## src/rtl/mg_round_engine.sv

```systemverilog
// mg_round_engine: iterative MacGuffin Feistel round engine, one round per clock
package mg_pkg;
  localparam logic [127:0] MG_SBOX [8] = '{
    128'h2c5e93b1d6047fa8e31b4c960a7d58f2,
    128'h8d17e4a2b9306fc5527ae18b04dc396f,
    128'hf0934bd81e6c27a5c83b59e6071da4f2,
    128'h4e1b7c2986fad0536a92e7c41bd05f38,
    128'hb27d05e8c4a913f6397e0d2cba5846f1,
    128'h61c9f2083eb7d45aa0e5397c1f82b64d,
    128'hd8365fa12c7be049847f1a3d60c2e95b,
    128'h1a7c3e95f06bd28453e9c01ab7f4268d
  };
  localparam logic [3:0] MG_SBOX_IN_SEL [8][6] = '{
    '{4'd2, 4'd5, 4'd6, 4'd9, 4'd11, 4'd13},
    '{4'd1, 4'd4, 4'd7, 4'd10, 4'd8, 4'd14},
    '{4'd3, 4'd6, 4'd8, 4'd13, 4'd0, 4'd15},
    '{4'd12, 4'd14, 4'd1, 4'd2, 4'd4, 4'd10},
    '{4'd0, 4'd10, 4'd3, 4'd14, 4'd6, 4'd12},
    '{4'd7, 4'd8, 4'd12, 4'd15, 4'd1, 4'd5},
    '{4'd9, 4'd15, 4'd5, 4'd11, 4'd2, 4'd7},
    '{4'd11, 4'd13, 4'd0, 4'd4, 4'd3, 4'd9}
  };
  localparam logic [3:0] MG_SBOX_OUT_SEL [8][2] = '{
    '{4'd15, 4'd2}, '{4'd9, 4'd4}, '{4'd0, 4'd11}, '{4'd13, 4'd6},
    '{4'd7, 4'd10}, '{4'd3, 4'd12}, '{4'd5, 4'd14}, '{4'd1, 4'd8}
  };
endpackage

module mg_round_engine #(
  parameter int ROUNDS = 32,
  parameter int IDX_W  = $clog2(ROUNDS)
) (
  input  logic             clk,
  input  logic             rst_n,
  input  logic             in_valid,
  output logic             in_ready,
  input  logic [63:0]      block_i,
  input  logic             decrypt_i,
  output logic [IDX_W-1:0] rk_idx,
  input  logic [47:0]      rk_i,
  output logic             out_valid,
  input  logic             out_ready,
  output logic [63:0]      block_o,
  output logic             busy
);
  import mg_pkg::*;
  typedef enum logic [1:0] {IDLE, RUN, DONE} state_t;
  localparam logic [IDX_W-1:0] LAST = IDX_W'(ROUNDS - 1);
  localparam logic [IDX_W-1:0] PEN  = IDX_W'(ROUNDS - 2);
  state_t           state_q, state_d;
  logic [IDX_W-1:0] cnt_q, cnt_d, rk_idx_q, rk_idx_d;
  logic [63:0]      data_q, data_d;
  logic             dec_q, dec_d;
  logic [47:0]      src;
  logic [15:0]      a, b, c, f;
  logic [15:0]      fp [8];
  assign src = dec_q ? data_q[63:16] : data_q[47:0];
  assign a = src[47:32] ^ rk_i[47:32];
  assign b = src[31:16] ^ rk_i[31:16];
  assign c = src[15:0] ^ rk_i[15:0];
  for (genvar j = 0; j < 8; j++) begin : g_sbox
    logic [5:0] si;
    logic [1:0] so;
    assign si = {a[MG_SBOX_IN_SEL[j][0]], a[MG_SBOX_IN_SEL[j][1]],
                 b[MG_SBOX_IN_SEL[j][2]], b[MG_SBOX_IN_SEL[j][3]],
                 c[MG_SBOX_IN_SEL[j][4]], c[MG_SBOX_IN_SEL[j][5]]};
    assign so = MG_SBOX[j][{si, 1'b0} +: 2];
    assign fp[j] = (16'(so[1]) << MG_SBOX_OUT_SEL[j][0]) | (16'(so[0]) << MG_SBOX_OUT_SEL[j][1]);
  end
  assign f = fp[0] | fp[1] | fp[2] | fp[3] | fp[4] | fp[5] | fp[6] | fp[7];
  always_comb begin
    state_d  = state_q;
    cnt_d    = cnt_q;
    rk_idx_d = rk_idx_q;
    data_d   = data_q;
    dec_d    = dec_q;
    case (state_q)
      IDLE: if (in_valid) begin
        state_d  = RUN;
        data_d   = block_i;
        dec_d    = decrypt_i;
        cnt_d    = '0;
        rk_idx_d = decrypt_i ? LAST : '0;
      end
      RUN: begin
        data_d   = dec_q ? {data_q[15:0] ^ f, data_q[63:16]} : {data_q[47:0], data_q[63:48] ^ f};
        state_d  = cnt_q == LAST ? DONE : RUN;
        cnt_d    = cnt_q == LAST ? cnt_q : cnt_q + IDX_W'(1);
        rk_idx_d = cnt_q == LAST ? rk_idx_q : dec_q ? PEN - cnt_q : cnt_q + IDX_W'(1);
      end
      DONE: state_d = out_ready ? IDLE : DONE;
      default: state_d = IDLE;
    endcase
  end
  always_ff @(posedge clk) begin
    if (!rst_n) begin
      state_q  <= IDLE;
      cnt_q    <= '0;
      rk_idx_q <= '0;
      data_q   <= '0;
      dec_q    <= 1'b0;
    end else begin
      state_q  <= state_d;
      cnt_q    <= cnt_d;
      rk_idx_q <= rk_idx_d;
      data_q   <= data_d;
      dec_q    <= dec_d;
    end
  end
  assign in_ready  = rst_n && state_q == IDLE;
  assign out_valid = state_q == DONE;
  assign busy      = state_q != IDLE;
  assign block_o   = data_q;
  assign rk_idx    = rk_idx_q;
endmodule

```

## config.mk

```make
export PLATFORM = sky130hd
export DESIGN_NAME = mg_round_engine
export DESIGN_NICKNAME = d
export VERILOG_FILES = /design/src/rtl/mg_round_engine.sv
export SDC_FILE = /design/constraint.sdc
export NUM_CORES = 1
export LEC_CHECK = 0
export ABC_AREA = 1
export ABC_CLOCK_PERIOD_IN_PS = 3490
export CAP_MARGIN = 30
export CORE_ASPECT_RATIO = 1.25
export CORE_MARGIN = 8
export CORE_UTILIZATION = 40
export CTS_BUF_LIST = sky130_fd_sc_hd__clkbuf_4
export CTS_CLUSTER_SIZE = 12
export DETAILED_ROUTE_END_ITERATION = 6
export GPL_TIMING_DRIVEN = 1
export HOLD_SLACK_MARGIN = 0.08
export PLACE_DENSITY_LB_ADDON = 0.1
export SLEW_MARGIN = 5
export SYNTH_ARGS = -nofsm -noshare
export SYNTH_HDL_FRONTEND = slang
export SYNTH_SLANG_ARGS = --single-unit
export TNS_END_PERCENT = 1
```

## constraint.sdc

```tcl
create_clock -name clk -period 3.49 [get_ports clk]
set_input_delay 0.698 -clock clk [delete_from_list [all_inputs] [get_ports clk]]
set_output_delay 0.698 -clock clk [all_outputs]
set_load 0.02 [all_outputs]
```

==> qor.txt <==
Worst r2r dst -> block_o[13]
Lkg Pwr -> 0.00506 µW
Overall die width -> 147 µm
PD cells -> 383 nW/µm²
Sw Pwr -> 2080 µW
Share of async-settable or async-resettable flops after synthesis -> 0%
Setup Viol. Count Final -> 0
Fin Clk Skew -> 0.0281 ns
Startpoint types -> flop
Remaining DRCs -> 0
Worst Hold Launch -> cnt_q[3]
Port Buf Inserts -> 188
#FFs+latches synth -> 77
Final Critical Period -> 2.79 ns
Tightest Pin Transition -> 0.664 ns
Chip Height -> 180 µm
CP Capture Type -> flop
Hold Path Class -> flop to flop
EDFF count, synth -> 0
Pin count of the biggest net entering global routing -> 50
Maxcap violations -> 0
WP data required -> 3.91 ns
I/O pin count -> 189
Most common library cells after synthesis -> nand2_1 (556), nand3_1 (238), a21oi_1 (125), inv_1 (111)
Layout cells sized above 1 -> 5.65%
Starting density of the core -> 40.2%
RD Place Congestion -> 0.906
Final Max Tran Viols -> 0
Initial antenna violation count -> 4
Clk buf depth -> 2
Final Cycle Share -> 80.1%
Critical R2R Launch -> dec_q
Combinational Power Share -> 59.1%
CTS buffer count -> 9
Yosys top cell by area -> nand2_1
Fillers -> 2341
Synth warnings -> 0
Synth Flop Type -> dfxtp_1
F_max -> 358 MHz
Clock sink total -> 77
Routed wire length -> 33200 µm
Clk pwr share -> 13.9%
Root buf cell -> clkbuf_4
Slew HR -> 55.3%
Hold Path Sink -> cnt_q[3]
Hold Slack -> 0.479 ns
DR WL/cell -> 17.1 µm
Crit path from -> dec_q
Post-CTS Setup Inserts -> 0
Status -> complete, no violations
Most numerous cell in the Yosys netlist -> nand2_1
Max H-tree Level -> 3
Post-synthesis cell count -> 1500
VDD IR-drop max -> 0.000256 V
Hold Path Stages -> 2
Switch share -> 50.2%
Via Count -> 10300
Reg area -> 1550 µm²
First-pass DRT Iterations -> 5
Num rows -> 60
Top cell type's share of synthesized area -> 24.3%
Critical path type -> flop to flop
Syn_area_per_cell -> 5.72 µm²
Layout area overhead -> 25.9%
Worst-path clk slew -> 0.17 ns
CP arrival -> 3.21 ns
Global-route wire length before repair -> 53300 µm
Initial DRC count -> 637
Gr usage total -> 24.8%
Routed Antenna Nets -> 0
CP Max Fanout -> 45
Final hold violations -> 0
Internal cell power -> 2060 µW
Cell Area, Synth -> 8580 µm²
Reg2Reg Depth -> 17
Synth area leaders -> nand2_1 (24%), dfxtp_1 (18%), nand3_1 (14%), ha_1 (7.4%), a21oi_1 (7.3%)
Setup TNS -> 0 ns
CTS tree -> done
Clock Latency Late Sink -> 0.49 ns
Register area share after synthesis -> 18.0%
Die area -> 26400 µm²
Hold_buf cts -> 0
CTS resizes -> 0
Total gr overflow -> 0
Total Power -> 4140 µW
Mapped Nets -> 1668
Vias per inst -> 5.28
Synth unique cells -> 33
Vias in the first global route -> 9893
Dpl hpwl -> 25100 µm
Multi-input gate area -> 6300 µm²
R2R setup slack -> 0.70 ns
RSZ-0062 raised after global routing -> no
Core Box Area -> 21300 µm²
Final net count -> 1828
Sequential Power Share -> 26.9%
-- critical path, stage by stage, from the launching register on --
cell     delay (ns)
dfxtp_4        0.40
inv_8          0.27
nand2_1        0.15
nand2_1        0.27
xor2_1         0.49
ha_1           0.24
inv_1          0.05
nand2_1        0.09
nand3_1        0.08
nand3_1        0.09
nand2_1        0.05
nand2_1        0.09
nand2_1        0.08
nand2_1        0.06
nand3_1        0.07
nand2_1        0.08
nand2_1        0.05
a21oi_1        0.10
-- stage by stage --
step                cell area (µm²)  utilization [%]  setup slack (ns)  cells
finish                        10800             50.6             0.696   1947
global placement              10700             50.0             0.501   1928
detailed placement            10700             50.0             0.502   1928
global route                  10800             50.6             0.451   1947
floorplan                      8580                -              1.25   1500
CTS                           10800             50.6             0.643   1944
-- cell type report --
cell class                      count  area share (%)
Clock inverter                      7           0.521
Sequential cell                    77            14.3
Antenna cell                        3          0.0695
Inverter                          119            4.21
Timing Repair Buffer              204            18.7
Multi-Input combinational cell   1249            58.4
Clock buffer                        9           0.626
Tap cell                          279            3.23
-- sequential cells by signal (all words and copies together) (netlist names) --
name	cells
block_o	64
cnt_q	5
rk_idx	5
state_q	2
dec_q	1
-- cell families (layout without fill, tap and decap cells) --
logic type / Yosys count / after routing / synth area share [%]
other cells: 0 / 3 / 0
buf+inv: 174 / 339 / 8.68
simple gates: 932 / 932 / 46.4
flops: 77 / 77 / 18.0
compound gates: 226 / 226 / 13.6
fa+ha+maj: 51 / 51 / 7.44
xor+xnor: 40 / 40 / 5.97
-- layer usage --
| metal | global-route usage, % | share of wire (%) | up-vias |
|---|---|---|---|
| met5 | 0 | 0.039 | - |
| met4 | 7.85 | 2.6 | 2 |
| met3 | 4.87 | 6.5 | 42 |
| met2 | 43.5 | 49 | 337 |
| met1 | 29.9 | 42 | 4703 |
| li1 | - | - | 5193 |
-- placed cells by master, fill, tap and decap left out, types with 2 or more instances in the layout --
master / instances
a21oi_1: 125
buf_4: 15
clkbuf_4: 9
clkdlybuf4s50_1: 188
clkinv_1: 2
clkinvlp_4: 2
dfxtp_1: 75
diode_2: 3
ha_1: 51
inv_1: 111
inv_2: 6
inv_6: 3
inv_8: 2
nand2_1: 555
nand2_2: 26
nand2_4: 6
nand3_1: 238
nand3_2: 2
nand3b_1: 16
nor2_1: 87
o211ai_1: 6
o21ai_0: 88
o21ai_1: 4
xnor2_1: 12
xnor2_2: 10
xor2_1: 11
xor2_2: 4
xor2_4: 2
-- power by group through the flow --
stage	logic [µW]	registers [µW]	clock network, µW
floorplan	1580	1190	0
global route	2750	1130	632
finish	2450	1110	577
global placement	2440	1130	0
CTS	2450	1120	599
detailed placement	2440	1130	0
-- worst max path at each step --
stage                   to  slack [ns]  cells past startpoint
6_report       block_o[13]        0.70                     17
2_1_floorplan  block_o[12]        1.25                     16
3_3_place_gp   block_o[63]        0.50                     15
5_1_grt        block_o[13]        0.45                     17
4_1_cts               busy        0.64                      4
3_5_place_dp   block_o[63]        0.50                     16
No activity file was read; power rests on OpenSTA's default activity.
